**src/rtl/drum_hit_tally_if.sv**
```systemverilog
// Pad-hit inputs and display outputs of drum_hit_tally, grouped as one bundle.
// The master side drives hit/clear/freeze. The slave side (the counter) returns data/overflow.
interface drum_hit_tally_if;
  logic [3:0]  hit;
  logic        clear;
  logic        freeze;
  logic [63:0] data;
  logic [3:0]  overflow;

  modport master (
    output hit,
    output clear,
    output freeze,
    input  data,
    input  overflow
  );

  modport slave (
    input  hit,
    input  clear,
    input  freeze,
    output data,
    output overflow
  );
endinterface

```
**src/rtl/drum_hit_tally.sv**
```systemverilog
// Four-pad drum-hit tally: BCD counters per pad, snapshotted into a 64-bit display word.
// Optional per-pad retrigger lockout is enabled by defining TALLY_LOCKOUT_EN.
module drum_hit_tally #(
  parameter int LOCKOUT_CYCLES = 270000,
  parameter int SNAP_DIV       = 27000
) (
  input  logic             clock_27mhz,
  input  logic             reset,
  drum_hit_tally_if.slave  tally
);

  localparam logic [14:0] SNAP_LAST = 15'(SNAP_DIV - 1);
  localparam logic [15:0] BCD_MAX   = 16'h9999;

  if (SNAP_DIV < 2 || LOCKOUT_CYCLES < 1) begin : g_param_check
    $error("drum_hit_tally: SNAP_DIV must be >= 2 and LOCKOUT_CYCLES >= 1");
  end

  logic [3:0]  hit_q;
  logic [3:0]  rise;
  logic [3:0]  accept;
  logic [3:0]  ovf_set;
  logic [15:0] cnt      [4];
  logic [15:0] cnt_next [4];
  logic [14:0] snap;
  logic        tick;

  function automatic logic [15:0] bcd_inc(input logic [15:0] value);
    logic [15:0] result;
    logic        carry;
    result = value;
    carry  = 1'b1;
    for (int d = 0; d < 4; d++) begin
      if (carry) begin
        if (value[4*d +: 4] == 4'd9) begin
          result[4*d +: 4] = 4'd0;
        end else begin
          result[4*d +: 4] = value[4*d +: 4] + 4'd1;
          carry            = 1'b0;
        end
      end
    end
    return result;
  endfunction

  assign rise = tally.hit & ~hit_q;
  assign tick = (snap == SNAP_LAST);

  // hit_q resets high so a line already held at release is not a rise
  always_ff @(posedge clock_27mhz) begin
    if (reset) hit_q <= 4'b1111;
    else       hit_q <= tally.hit;
  end

`ifdef TALLY_LOCKOUT_EN
  localparam logic [18:0] LOCK_LOAD = 19'(LOCKOUT_CYCLES - 1);

  logic [18:0] lock [4];

  always_comb begin
    accept = 4'b0000;
    for (int i = 0; i < 4; i++) begin
      accept[i] = rise[i] & (lock[i] == 19'd0);
    end
  end

  // rejected rises leave lock untouched; only accepted ones reload it
  always_ff @(posedge clock_27mhz) begin
    if (reset || tally.clear) begin
      for (int i = 0; i < 4; i++) lock[i] <= 19'd0;
    end else begin
      for (int i = 0; i < 4; i++) begin
        if (accept[i])              lock[i] <= LOCK_LOAD;
        else if (lock[i] != 19'd0)  lock[i] <= lock[i] - 19'd1;
      end
    end
  end
`else
  assign accept = rise;
`endif

  always_comb begin
    ovf_set = 4'b0000;
    for (int i = 0; i < 4; i++) begin
      cnt_next[i] = cnt[i];
      if (accept[i]) begin
        if (cnt[i] == BCD_MAX) ovf_set[i]  = 1'b1;
        else                   cnt_next[i] = bcd_inc(cnt[i]);
      end
    end
  end

  // clear wins over any coincident rise, so that rise is simply dropped
  always_ff @(posedge clock_27mhz) begin
    if (reset || tally.clear) begin
      for (int i = 0; i < 4; i++) cnt[i] <= 16'h0000;
      tally.overflow <= 4'b0000;
    end else begin
      for (int i = 0; i < 4; i++) cnt[i] <= cnt_next[i];
      tally.overflow <= tally.overflow | ovf_set;
    end
  end

  always_ff @(posedge clock_27mhz) begin
    if (reset)     snap <= 15'd0;
    else if (tick) snap <= 15'd0;
    else           snap <= snap + 15'd1;
  end

  // snapshot takes cnt_next so an increment on the tick cycle is shown at once
  always_ff @(posedge clock_27mhz) begin
    if (reset || tally.clear) begin
      tally.data <= 64'h0;
    end else if (tick && !tally.freeze) begin
      tally.data <= {cnt_next[3], cnt_next[2], cnt_next[1], cnt_next[0]};
    end
  end

endmodule

```
**src/flat_wrapper.sv**
```systemverilog
// flat-port wrapper written by rule: the top's interface ports become plain ports
module drum_hit_tally_flat 
#(
  parameter int LOCKOUT_CYCLES = 270000,
  parameter int SNAP_DIV       = 27000
)
  (clock_27mhz, reset, tally_hit, tally_clear, tally_freeze, tally_data, tally_overflow);
  drum_hit_tally_if tally_i ();
  input  logic clock_27mhz;
  input  logic reset;
  input wire logic [$bits(tally_i.hit)-1:0] tally_hit;
  input wire logic [$bits(tally_i.clear)-1:0] tally_clear;
  input wire logic [$bits(tally_i.freeze)-1:0] tally_freeze;
  output wire logic [$bits(tally_i.data)-1:0] tally_data;
  output wire logic [$bits(tally_i.overflow)-1:0] tally_overflow;
  assign tally_i.hit = tally_hit;
  assign tally_i.clear = tally_clear;
  assign tally_i.freeze = tally_freeze;
  assign tally_data = tally_i.data;
  assign tally_overflow = tally_i.overflow;
  drum_hit_tally #(.LOCKOUT_CYCLES(LOCKOUT_CYCLES), .SNAP_DIV(SNAP_DIV)) u_core (.clock_27mhz(clock_27mhz), .reset(reset), .tally(tally_i));
endmodule
```
**config.mk**
```make
export PLATFORM = sky130hd
export DESIGN_NAME = drum_hit_tally_flat
export DESIGN_NICKNAME = d
export VERILOG_FILES = /design/src/rtl/drum_hit_tally_if.sv /design/src/rtl/drum_hit_tally.sv /design/src/flat_wrapper.sv
export SDC_FILE = /design/constraint.sdc
export NUM_CORES = 1
export LEC_CHECK = 0
export ABC_AREA = 0
export BUFFER_PORTS_ARGS = -buffer_cell sky130_fd_sc_hd__clkbuf_2
export CORE_AREA = 4 4 117 119
export DETAILED_ROUTE_END_ITERATION = 10
export DIE_AREA = 0 0 121 123
export PLACE_DENSITY = 0.69
export SKIP_LAST_GASP = 1
export SLEW_MARGIN = 20
export SYNTH_ARGS = -nofsm -noshare
export SYNTH_HDL_FRONTEND = slang
export SYNTH_SLANG_ARGS = --single-unit
```
**constraint.sdc**
```tcl
create_clock -name clock_27mhz -period 5 [get_ports clock_27mhz]
set_input_delay 0.75 -clock clock_27mhz [delete_from_list [all_inputs] [get_ports clock_27mhz]]
set_output_delay 0.75 -clock clock_27mhz [all_outputs]
set_load 0.01 [all_outputs]
```
* After elaboration in Yosys (flattened, before gate mapping)
Memories as Yosys holds them, arrays and structs flattened.
Cells that the tools add are included.
W data, S select, Z words.
** Word-level totals
- Word-level logic and storage cells :: 149
- Bits in registers :: 87
- Output and inout bits :: 68
- Input bits :: 8
- Memories :: 1
- RAM bits :: 64
** Cells by class
- Reduce and logical (&&, ||, !) cells :: 4
- Add/subtract/negate cells :: 17
- Eq/ne operators :: 21
- Mux-type cells :: 95
- Bitwise logic cells :: 7
** Memory list
- u_core.cnt :: depth 4, width 16, read ports 4, clocked after memory_dff 0, write ports 4, line drum_hit_tally.sv:23 : logic [15:0] cnt [4];
** Operator list (count)
- $mux W16 :: 12
- $mux W4 :: 28
- $add A4 B1 Y4 const B :: 16
- $eq A16 B16 Y1 const B :: 4
- $eq A4 B4 Y1 const B :: 16
- $mux W1 :: 55
- $add A15 B1 Y15 const B :: 1
- $eq A15 B15 Y1 const B :: 1
- $and A4 B4 Y4 :: 1
- $not A4 Y4 :: 1
- $or A1 B1 Y1 :: 4
- $or A4 B4 Y4 :: 1
- $reduce_or A2 Y1 :: 1
- $logic_and A1 B1 Y1 :: 1
- $logic_not A1 Y1 :: 1
- $logic_or A1 B1 Y1 :: 1

* Depth between registers and ports, before layout
- Depth in word-level cells :: 14
- Mapped depth :: 8
- Mapped depth without buffers :: 6

* Worst setup path after synthesis
OpenSTA, ideal clock, no wires.
- Path type :: input -> register
- Start :: in tally_hit[1]
- End :: reg u_core.tally.data[23]
- Required time :: 4.933 ns
- Arrival time :: 1.956 ns
- Path slack :: 2.977 ns
- Path buffers :: 2
- Stages :: 7
- Library setup time :: 0.067 ns
- Path through :: nor2b_1 -> clkbuf_1 -> and3_1 -> buf_2 -> nor2b_4 -> or3_4 -> a21oi_2
** Between the ends
- Cells in the longest elaborated chain, start to end :: 2
** Ends and longest elaborated chain
- from (decl) :: line flat_wrapper.sv:11 : input wire logic [$bits(tally_i.hit)-1:0] tally_hit;
- $and A4 B4 Y4 :: line drum_hit_tally.sv:46 : assign rise = tally.hit & ~hit_q;
- $mux W16 :: line drum_hit_tally.sv:86 : if (accept[i]) begin
- to (signal assigned) :: line drum_hit_tally.sv:115 : tally.data <= {cnt_next[3], cnt_next[2], cnt_next[1], cnt_next[0]};
- to (decl) :: line drum_hit_tally_if.sv:22 : output data,
No other way between the ends.
A chain may end at the register's enable or synchronous reset.

* Worst setup path after layout
- Start :: reg u_core.snap[0]
- End :: reg u_core.tally.data[53]
** Between the ends
- Cells in the longest elaborated chain, start to end :: 2
** Ends and longest elaborated chain
- from (decl) :: line drum_hit_tally.sv:25 : logic [14:0] snap;
- from (signal assigned) :: line drum_hit_tally.sv:107 : else snap <= snap + 15'd1;
- $eq A15 B15 Y1 :: line drum_hit_tally.sv:47 : assign tick = (snap == SNAP_LAST);
- $logic_and A1 B1 Y1 :: line drum_hit_tally.sv:114 : end else if (tick && !tally.freeze) begin
No other way between the ends.

==> summary.txt <==
Synth
  • Synth Warn #: 0
  • Post-synth top cells: dfxtp_1 (151), nor2_1 (109), o21ai_0 (52)
  • Asr flop ratio synth: 0%
  • Post-synth EDFFs: 0
  • Yosys reg bits: 151
  • Seq/Total Area, Yosys: 48.7%
  • Share of the synthesized area in the top cell type: 48.7%
  • Mapped Area: 0.00620 sq mm
  • Gate Count Post-Synth: 694
  • Syn_area_per_cell: 8.94 sq um
  • Netlist cell types: 60
  • Synth area leaders: dfxtp_1 (49%), nor2_1 (6.6%), o21ai_0 (4.2%)
  • Main synth FF type: dfxtp_1
  • Dominant cell type by area after synthesis: dfxtp_1
  • Synthesized net count: 703
  • Count leader, synth: dfxtp_1

STA
  • Final Hold Fails: 0
  • Final period util: 54.4%
  • Worst clock skew: 0.00639 ns
  • Setup Viol. Count Final: 0
  • Max-slew violation count: 0
  • Max Clock Freq: 0.367 GHz
  • PnR worst setup slack: 2.28 ns
  • RSZ-0062 raised after global routing: false
  • Worst Max-Slew Pin Slew: 1.06 ns
  • Max transition margin: 29.2%
  • Final min period: 2.72 ns
  • Final TNS setup: 0 ns

Clock network
  • CTS resizes: 0
  • CTS sink count: 151
  • Post-CTS setup repair buffer count: 0
  • CTS tree: built
  • CTS Buffer Depth: 2
  • H-tree depth: 4
  • Cts bufs inserted: 17
  • Hold buffer count at cts: 0
  • Clock latency on the worst-skew pair: 0.42 ns
  • Root buffer selected by CTS: clkbuf_16
  • Worst-path clk slew: 0.06 ns

Setup path
  • Critical Path RT: 5.32 ns
  • Slack of the worst reg-to-reg path: 2.28 ns
  • Worst reg2reg path depth: 7
  • Worst Setup SP: u_core.snap[0]
  • Critical-path cell with the highest stage delay: nor2_4
  • Critical Path Sink: u_core.tally.data[53]
  • RR Endpoint: u_core.tally.data[53]
  • Buf+Inv Stages, Crit Path: 1
  • Crit start category: flip-flop
  • Critical path class: reg2reg
  • Reg-to-Reg Start: u_core.snap[0]
  • CP Max Fanout: 51
  • Cell Chain, Critical Path: ha_1 > and3b_1 > nand4_1 > nor2_4 > buf_4 > nor2_1 > a211oi_1
  • Critical path depth: 7
  • Critical Path Sink Type: flip-flop
  • CP Data Arrival Time: 3.05 ns
  • Worst path top cell family by delay: simple AND/OR/NAND/NOR gates
  • Max incr delay on CP: 0.85 ns

Detailed routing
  • First drt pass iteration count: 7
  • ANT nets after route: 0
  • Routed WL per cell: 14.9 microns
  • Vias: 5,108
  • Vias per inst: 5.42
  • Final wirelength: 14,000 microns
  • Drt drc: 0
  • Starting DRT DRC Count: 379

Global route
  • First-pass GRT wire length: 23,100 microns
  • Total grt overflow: 0
  • Largest net degree at the start of global routing: 55
  • Vias in the first global route: 4,854
  • Antenna violations before repair: 0
  • GR Util All Layers: 19.4%

Status
  • Outcome: finished clean

Placement
  • Hpwl dp: 9650 microns
  • RD Place Congestion: 0.832
  • Setup WS pre-CTS: 2.29 ns
  • # port buffers: 75
  • Placed Cells incl. Taps: 910

Floorplanning
  • Number of top-level pins: 76
  • # rows: 41
  • Die Area: 0.0149 sq mm
  • Die Y: 123 microns
  • Core Area: 0.0126 sq mm
  • Initial Utilization: 49.4%
  • Die W: 121 microns

Finish
  • Synthesis-to-layout area growth: 17.1%
  • Ratio of cells with drive above 1 in the final layout: 18.3%
  • Fillers: 1,120
  • ANT cells: 0
  • Post-route insts no fill: 942
  • Final net count: 766

Power and ir drop
  • Pwr dens: 345 mW/mm^2
  • Reg power frac: 48.3%
  • Switching share of total power: 20.3%
  • Gate power share: 1.5%
  • Clock Power Share: 50.2%
  • P_leak: 2.70 nW
  • Psw: 0.508 mW
  • Maximum VDD drop: 0.199 mV
  • Pint: 2.00 mW

Worst hold path
  • Hold Path Class: reg2reg

Run
  • Maxcap violations: 0
==> metrics by stage <==
step           utilization, %  total power [mW]  hold WS [ns]  instance area, sq um
6_report                 57.8              2.51         0.454                  7260
5_1_grt                  57.8              2.59         0.486                  7260
4_1_cts                  57.8              2.53         0.462                  7260
3_5_place_dp             53.1              1.27         0.453                  6680
3_3_place_gp             53.1              1.27         0.442                  6680
2_1_floorplan               -              1.26         0.430                  6200
==> cell families (layout without fill, tap and decap cells) <==
group                      after synthesis  in the layout  share of synthesized area [%]
buffers and inverters                   51            127                           3.37
muxes                                   15             15                           2.46
AOI/OAI and AO/OA                      147            147                           13.8
DFF                                    151            151                           48.7
and+or+nand+nor                        290            290                           25.9
adders and majority gates                1              1                          0.202
xor gates and xnor gates                39             39                           5.51
==> cell type report <==
cell class | count | area [sq um] | share of cell area, %
repair buffers | 78 | 398 | 5.48
multi-input cells | 492 | 2980 | 41.0
clock buffers | 22 | 484 | 6.67
flip-flops and latches | 151 | 3020 | 41.6
inverters | 17 | 63.8 | 0.879
well taps | 172 | 215 | 2.96
clock inverters | 10 | 100 | 1.38
==> flip-flops by register name (all words and copies together), names as in the netlist <==
register	count
u_core.hit_q	4
u_core.cnt	64
u_core.tally.overflow	4
u_core.snap	15
u_core.tally.data	64
==> power by group through the flow <==
| stage | combinational, mW | sequential, mW | clock, mW |
|---|---|---|---|
| floorplan | 0.0246 | 1.24 | 0 |
| finish | 0.0363 | 1.21 | 1.26 |
| CTS | 0.0367 | 1.21 | 1.28 |
| detailed placement | 0.0367 | 1.24 | 0 |
| global route | 0.0405 | 1.21 | 1.34 |
| global placement | 0.0359 | 1.24 | 0 |
==> how the worst min path moves through the flow <==
| stage | start | endpoint | slack, ns | cells after the start |
|---|---|---|---|---|
| 2_1_floorplan | u_core.snap[0] | u_core.snap[0] | 0.43 | 1 |
| 3_3_place_gp | u_core.tally.data[24] | u_core.tally.data[24] | 0.44 | 2 |
| 3_5_place_dp | u_core.tally.data[24] | u_core.tally.data[24] | 0.45 | 2 |
| 4_1_cts | u_core.tally.data[24] | u_core.tally.data[24] | 0.46 | 2 |
| 5_1_grt | u_core.tally.data[24] | u_core.tally.data[24] | 0.49 | 2 |
| 6_report | u_core.tally.data[24] | u_core.tally.data[24] | 0.45 | 2 |
==> placed cells by master, fill, tap and decap left out, types with 10 or more instances in the layout <==
| master | count |
|---|---|
| inv_1 | 17 |
| clkbuf_16 | 17 |
| nand3_1 | 39 |
| nand4_1 | 13 |
| nor3_1 | 12 |
| clkbuf_2 | 75 |
| and3_1 | 10 |
| xor2_1 | 17 |
| mux2i_1 | 13 |
| nor2b_1 | 14 |
| dfxtp_1 | 151 |
| xnor2_1 | 22 |
| nor2_1 | 108 |
| nand2_1 | 31 |
| a211oi_1 | 22 |
| a21oi_1 | 51 |
| o21ai_0 | 52 |
==> metal layers <==
| layer | track usage, % | up-vias | share of wire (%) |
|---|---|---|---|
| met1 | 24.6 | 2409 | 47 |
| met5 | 0 | - | 0 |
| met3 | 4.80 | 22 | 4.8 |
| met4 | 8.99 | 0 | 2.0 |
| met2 | 31.3 | 124 | 46 |
| li1 | - | 2553 | - |
==> tightest hold or removal path, delay by kind of cell (launching register included) <==
family / cells / cell delay [ns]
simple gates: 1 / 0.05
flops: 1 / 0.31
compound gates: 1 / 0.05
Note: power is estimated with default switching activity, not from simulation.
